$ cat config.mk
export PLATFORM = sky130hd
export DESIGN_NAME = lsu_stage
export DESIGN_NICKNAME = d
export VERILOG_FILES = /design/src/rtl/lsu_pkg.sv /design/src/rtl/lsu_load_align.sv /design/src/rtl/lsu_stage.sv
export SDC_FILE = /design/constraint.sdc
export NUM_CORES = 1
export LEC_CHECK = 0
export BUFFER_PORTS_ARGS = -buffer_cell sky130_fd_sc_hd__buf_2
export CAP_MARGIN = 20
export CORE_MARGIN = 1.5
export CORE_UTILIZATION = 40
export CTS_CLUSTER_SIZE = 30
export DETAILED_ROUTE_END_ITERATION = 6
export HOLD_SLACK_MARGIN = 0.12
export PLACE_DENSITY = 0.63
export SLEW_MARGIN = 10
export SYNTH_ARGS = -nofsm -noshare
export SYNTH_HDL_FRONTEND = slang
export SYNTH_SLANG_ARGS = --single-unit
$ cat constraint.sdc
create_clock -name clk -period 18.8 [get_ports clk]
set_input_delay 2.82 -clock clk [delete_from_list [all_inputs] [get_ports clk]]
set_output_delay 2.82 -clock clk [all_outputs]
set_load 0.1 [all_outputs]
$ cat src/rtl/lsu_pkg.sv
// Shared types, encodings and helpers for the load/store stage.
package lsu_pkg;

  typedef enum logic [1:0] {S_IDLE, S_REQ, S_WAIT, S_RESP} lsu_state_e;

  localparam logic [1:0] OP_PASS  = 2'b00;
  localparam logic [1:0] OP_LOAD  = 2'b01;
  localparam logic [1:0] OP_STORE = 2'b10;
  localparam logic [1:0] OP_RSVD  = 2'b11;

  localparam logic [2:0] F3_LB  = 3'b000;
  localparam logic [2:0] F3_LH  = 3'b001;
  localparam logic [2:0] F3_LW  = 3'b010;
  localparam logic [2:0] F3_LD  = 3'b011;
  localparam logic [2:0] F3_LBU = 3'b100;
  localparam logic [2:0] F3_LHU = 3'b101;
  localparam logic [2:0] F3_LWU = 3'b110;
  localparam logic [2:0] F3_SB  = 3'b000;
  localparam logic [2:0] F3_SH  = 3'b001;
  localparam logic [2:0] F3_SW  = 3'b010;
  localparam logic [2:0] F3_SD  = 3'b011;

  // Context of the in-flight memory access, kept for response formatting.
  typedef struct packed {
    logic       is_store;
    logic [2:0] funct3;
    logic [2:0] off;
    logic [4:0] rd;
  } lsu_ctx_t;

  function automatic logic [7:0] size_mask(input logic [1:0] sz);
    case (sz)
      2'b00:   return 8'h01;
      2'b01:   return 8'h03;
      2'b10:   return 8'h0F;
      default: return 8'hFF;
    endcase
  endfunction

  function automatic logic misaligned(input logic [1:0] sz, input logic [2:0] off);
    case (sz)
      2'b00:   return 1'b0;
      2'b01:   return off[0];
      2'b10:   return |off[1:0];
      default: return |off;
    endcase
  endfunction

endpackage

$ cat src/rtl/lsu_load_align.sv
// Extracts the addressed lane of a read doubleword and sign/zero-extends it.
module lsu_load_align
  import lsu_pkg::*;
#(
  parameter int XLEN = 64
) (
  input  logic [XLEN-1:0] rdata,
  input  logic [2:0]      off,
  input  logic [2:0]      funct3,
  output logic [XLEN-1:0] data
);

  logic [XLEN-1:0] sh;
  logic            sx;

  assign sh = rdata >> {off, 3'b000};
  assign sx = ~funct3[2];

  always_comb begin
    data = sh;
    case (funct3[1:0])
      2'b00:   data = {{(XLEN-8){sx & sh[7]}}, sh[7:0]};
      2'b01:   data = {{(XLEN-16){sx & sh[15]}}, sh[15:0]};
      2'b10:   data = {{(XLEN-32){sx & sh[31]}}, sh[31:0]};
      default: data = sh;
    endcase
  end

endmodule

$ cat src/rtl/lsu_stage.sv
// Load/store stage: one aligned doubleword bus request per memory op,
// one-cycle pass-through for everything else.
module lsu_stage
  import lsu_pkg::*;
#(
  parameter int XLEN = 64
) (
  input  logic            clk,
  input  logic            rst,
  input  logic            in_valid,
  output logic            in_ready,
  input  logic [1:0]      in_op,
  input  logic [2:0]      in_funct3,
  input  logic [XLEN-1:0] in_addr,
  input  logic [XLEN-1:0] in_wdata,
  input  logic [4:0]      in_rd,
  output logic            mem_req,
  output logic            mem_we,
  output logic [XLEN-1:0] mem_addr,
  output logic [XLEN-1:0] mem_wdata,
  output logic [7:0]      mem_wmask,
  input  logic            mem_gnt,
  input  logic            mem_rvalid,
  input  logic [XLEN-1:0] mem_rdata,
  output logic            out_valid,
  input  logic            out_ready,
  output logic [XLEN-1:0] out_data,
  output logic [4:0]      out_rd,
  output logic            out_err
);

  lsu_state_e      state;
  lsu_ctx_t        ctx;
  logic            accept, in_is_ld, in_is_st, in_bad;
  logic [XLEN-1:0] ld_data;

  assign in_ready = (state == S_IDLE) | ((state == S_RESP) & out_ready);
  assign accept   = in_valid & in_ready;
  assign in_is_ld = (in_op == OP_LOAD);
  assign in_is_st = (in_op == OP_STORE);
  assign in_bad   = (in_is_ld & (in_funct3 == 3'b111)) | (in_is_st & in_funct3[2])
                  | misaligned(in_funct3[1:0], in_addr[2:0]);

  lsu_load_align #(.XLEN(XLEN)) u_align (
    .rdata  (mem_rdata),
    .off    (ctx.off),
    .funct3 (ctx.funct3),
    .data   (ld_data)
  );

  always_ff @(posedge clk or posedge rst) begin
    if (rst) begin
      state     <= S_IDLE;
      ctx       <= '0;
      mem_req   <= 1'b0;
      mem_we    <= 1'b0;
      mem_addr  <= '0;
      mem_wdata <= '0;
      mem_wmask <= '0;
      out_valid <= 1'b0;
      out_data  <= '0;
      out_rd    <= '0;
      out_err   <= 1'b0;
    end else if (accept) begin
      ctx    <= '{is_store: in_is_st, funct3: in_funct3, off: in_addr[2:0], rd: in_rd};
      out_rd <= in_rd;
      // Non-memory ops and faulting accesses never touch the bus.
      if (!(in_is_ld | in_is_st) || in_bad) begin
        state     <= S_RESP;
        out_valid <= 1'b1;
        out_data  <= in_addr;
        out_err   <= in_is_ld | in_is_st;
      end else begin
        state     <= S_REQ;
        out_valid <= 1'b0;
        out_err   <= 1'b0;
        mem_req   <= 1'b1;
        mem_we    <= in_is_st;
        mem_addr  <= {in_addr[XLEN-1:3], 3'b000};
        mem_wdata <= in_is_st ? (in_wdata << {in_addr[2:0], 3'b000}) : '0;
        mem_wmask <= in_is_st ? (size_mask(in_funct3[1:0]) << in_addr[2:0]) : 8'h00;
      end
    end else begin
      case (state)
        S_REQ: if (mem_gnt) begin
          mem_req   <= 1'b0;
          mem_we    <= 1'b0;
          mem_wmask <= 8'h00;
          if (ctx.is_store) begin
            state     <= S_RESP;
            out_valid <= 1'b1;
            out_data  <= '0;
            out_err   <= 1'b0;
          end else begin
            state <= S_WAIT;
          end
        end
        S_WAIT: if (mem_rvalid) begin
          state     <= S_RESP;
          out_valid <= 1'b1;
          out_data  <= ld_data;
          out_err   <= 1'b0;
        end
        S_RESP: if (out_ready) begin
          state     <= S_IDLE;
          out_valid <= 1'b0;
        end
        default: ;
      endcase
    end
  end

endmodule

==> results.py <==
metrics = {
    "timing": {
        "period_needed_ns": 6.31,
        "worstMarginPinSlew_ns": 1.11,
        "timing.final.ws_setup_ns": 12.49,
        "fmax_ghz": 0.159,
        "finalCritPeriodShare_pct": 33.6,
        "setup_tns_ns": 0,
        "maxSlewHeadroom_pct": 26.2,
        "rsz0062_at_grt": "false",
        "hold_violations": 0,
        "drv_slew": 0,
        "setup_viol_count_final": 0,
        "finClkSkew_ns": 0.0127,
    },
    "placed_design": {
        "gp_congestion": 0.952,
        "placed_cell_area_um2": 14400,
        "port_buffers": 414,
        "pre_cts_ws_ns": 12.44,
        "dp_hpwl_um": 35600,
        "dp_cells": 2097,
    },
    "synth": {
        "synth_fa_ha_area_share_pct": 0.614,
        "ys_async_sr_fraction_pct": 100,
        "ys_top_cells_by_count": "nand2_1 (347), dfrtp_1 (215), nor2_1 (121)",
        "synth_warnings": 0,
        "synth.top_cell.area_share_pct": 44.0,
        "synth-seq-area-share_pct": 44.0,
        "synth_area_um2": 12200,
        "synthSimpleGateAreaFrac_pct": 18.4,
        "synthCells": 1394,
        "avgSynthCellArea_um2": 8.77,
        "synth_top_family_by_area": "compound AO/OA/AOI/OAI gates",
        "synthTopCellsByArea": "dfrtp_1 (44%), nand2_1 (11%), mux2i_1 (8.7%)",
        "yosys_register_bits": 215,
        "dominantRegCellSynth": "dfrtp_1",
        "synth_compound_area_share_pct": 19.0,
        "ys_types": 56,
        "yosysMostFrequentCell": "nand2_1",
        "synth-xor-area-share_pct": 0.0717,
        "synthMuxAreaShare_pct": 13.3,
        "synth-edff-count": 0,
        "yosysTopAreaCell": "dfrtp_1",
    },
    "route": {
        "vias": 12200,
        "drc_errors": 0,
        "wirelength_um": 47800,
        "first_pass_iters": 7,
        "antenna_left": 0,
        "first_iter_violations": 879,
        "wire_per_inst_um": 22.3,
        "viasPerCell": 5.67,
    },
    "worst_setup_path": {
        "startpoint": "out_ready",
        "ff2ff_setup_slack_ns": 15.06,
        "worstSetupEndpoint": "in_ready",
        "path_class": "primary input to output pin",
        "r2r-end": "out_data[24]",
        "crit_arrival_ns": 3.49,
        "crit_top_cell": "buf_2",
        "rr_worst_depth": 9,
        "crit_path_cell_trace": "buf_2 > a21o_1 > buf_2",
        "regToRegStartpoint": "state[1]",
        "worstPathMaxFanout": 3,
        "slowest_delay_ns": 0.43,
        "required_ns": 15.98,
        "crit_slowest_cell": "buf_2",
        "setup.worst_path.start_class": "primary input",
        "worst_setup_path_end_kind": "output pin",
    },
    "clock_tree": {
        "clkTransAtPathRegs_ns": 0.06,
        "ctsHoldBuffers": 0,
        "htreeDepth": 1,
        "cts_resized": 0,
        "post_cts_buffers": 0,
        "cts_tree": "built",
        "clock-sinks": 215,
        "cts_buffers": 25,
        "clockRootBuffer": "clkbuf_16",
        "clk_latency_ns": 0.53,
        "clock_path_buffers": 3,
    },
    "final_layout": {
        "num-nets-final": 1948,
        "drive_gt1_share_pct": 29.9,
        "finalNonFillerCells": 2144,
        "fillers": 2932,
        "area_growth_pct": 24.9,
        "finalInstanceArea_um2": 15300,
    },
    "grt": {
        "grt-ovfl-total": 0,
        "grt_pass1_vias": 11800,
        "grt_antenna_before_repair": 5,
        "grt_usage_pct": 29.6,
        "grt_max_degree": 99,
        "grt_pass1_wl_um": 71400,
    },
    "floorplan": {
        "coreArea_um2": 29900,
        "die_h_um": 178,
        "die_w_um": 178,
        "start_util_pct": 40.9,
        "row_count": 63,
        "dieArea_um2": 31600,
        "io_pins": 418,
    },
    "min_path": {
        "hp-class": "flop to flop",
    },
    "run_status": {
        "status": "complete, no violations",
    },
    "job": {
        "drv_cap": 0,
    },
}
## placed cells by master (no fill, tap or decap), drive strengths merged, types with 4 or more instances in the layout
cell     count
mux2i      106
a22o        26
inv         12
and2         7
o22a        23
nor2       121
mux2        34
and3        17
a32o         4
nand3       18
ha           6
a211oi      13
o22ai       25
nor2b       13
clkinv       7
a31oi       13
a221oi      13
a21o        12
a221o       17
buf        429
nor3         6
o21ai       77
mux4         8
o2bb2ai      6
dfrtp      215
clkbuf      35
a32oi        6
o31ai       12
nand2      347
a22oi        5
a21oi       79
nand2b      12
## critical path: cells and delay by family
kind                   cells  cell delay (ns)
buffers and inverters      2             0.52
AO/OA/AOI/OAI              1             0.14
## metrics by stage
stage / hold slack, ns / utilization, %
finish: 0.465 / 51.1
global route: 0.483 / 51.1
CTS: 0.469 / 51.1
detailed placement: 0.455 / 48.3
global placement: 0.450 / 48.3
floorplan: 0.483 / -
## per-layer routing
layer / up-vias / track usage (%) / routed length, um
li1: 5579 / - / -
met1: 5939 / 38.8 / 19600
met2: 545 / 49.6 / 23100
met3: 82 / 5.70 / 3750
met4: 8 / 8.47 / 1380
met5: - / 0 / 37
## state kept, by name, indices dropped and copies added, names as in the netlist
signal and flops:
mem_req 1, out_rd 5, mem_wdata 64, state 2, mem_addr 61, out_data 64, mem_wmask 8, mem_we 1
ctx 7, out_valid 1, out_err 1
## worst min path at each step
stage | start | to | cells after the start | slack (ns)
after floorplan | ctx[10] | ctx[10] | 2 | 0.48
after global placement | mem_wdata[30] | mem_wdata[30] | 2 | 0.45
after detailed placement | mem_wdata[24] | mem_wdata[24] | 2 | 0.45
after CTS | mem_wdata[24] | mem_wdata[24] | 2 | 0.47
after global routing | mem_wdata[28] | mem_wdata[28] | 2 | 0.48
final | mem_wdata[28] | mem_wdata[28] | 2 | 0.47
## cell families after synthesis
logic type | count (synthesis)
XOR/XNOR | 1
multiplexers | 148
AND/OR/NAND/NOR | 547
AO/OA/AOI/OAI | 346
buffers and inverters | 130
other | 1
flip-flops | 215
adder cells (fa/ha/maj) | 6
## area by class of cell
type,instances,area [um^2],area share [%]
clock buffers,35,703,4.61
well taps,390,488,3.20
clock inverters,11,136,0.893
inverters,12,52.6,0.344
repair buffers,429,2190,14.3
diodes,1,2.50,0.0164
flip-flops and latches,215,5380,35.3
multi-input cells,1051,6310,41.4
Power is left out: the tool's default activity adds up to more than one toggle a clock period on the data nets, which glitch-free logic cannot reach.
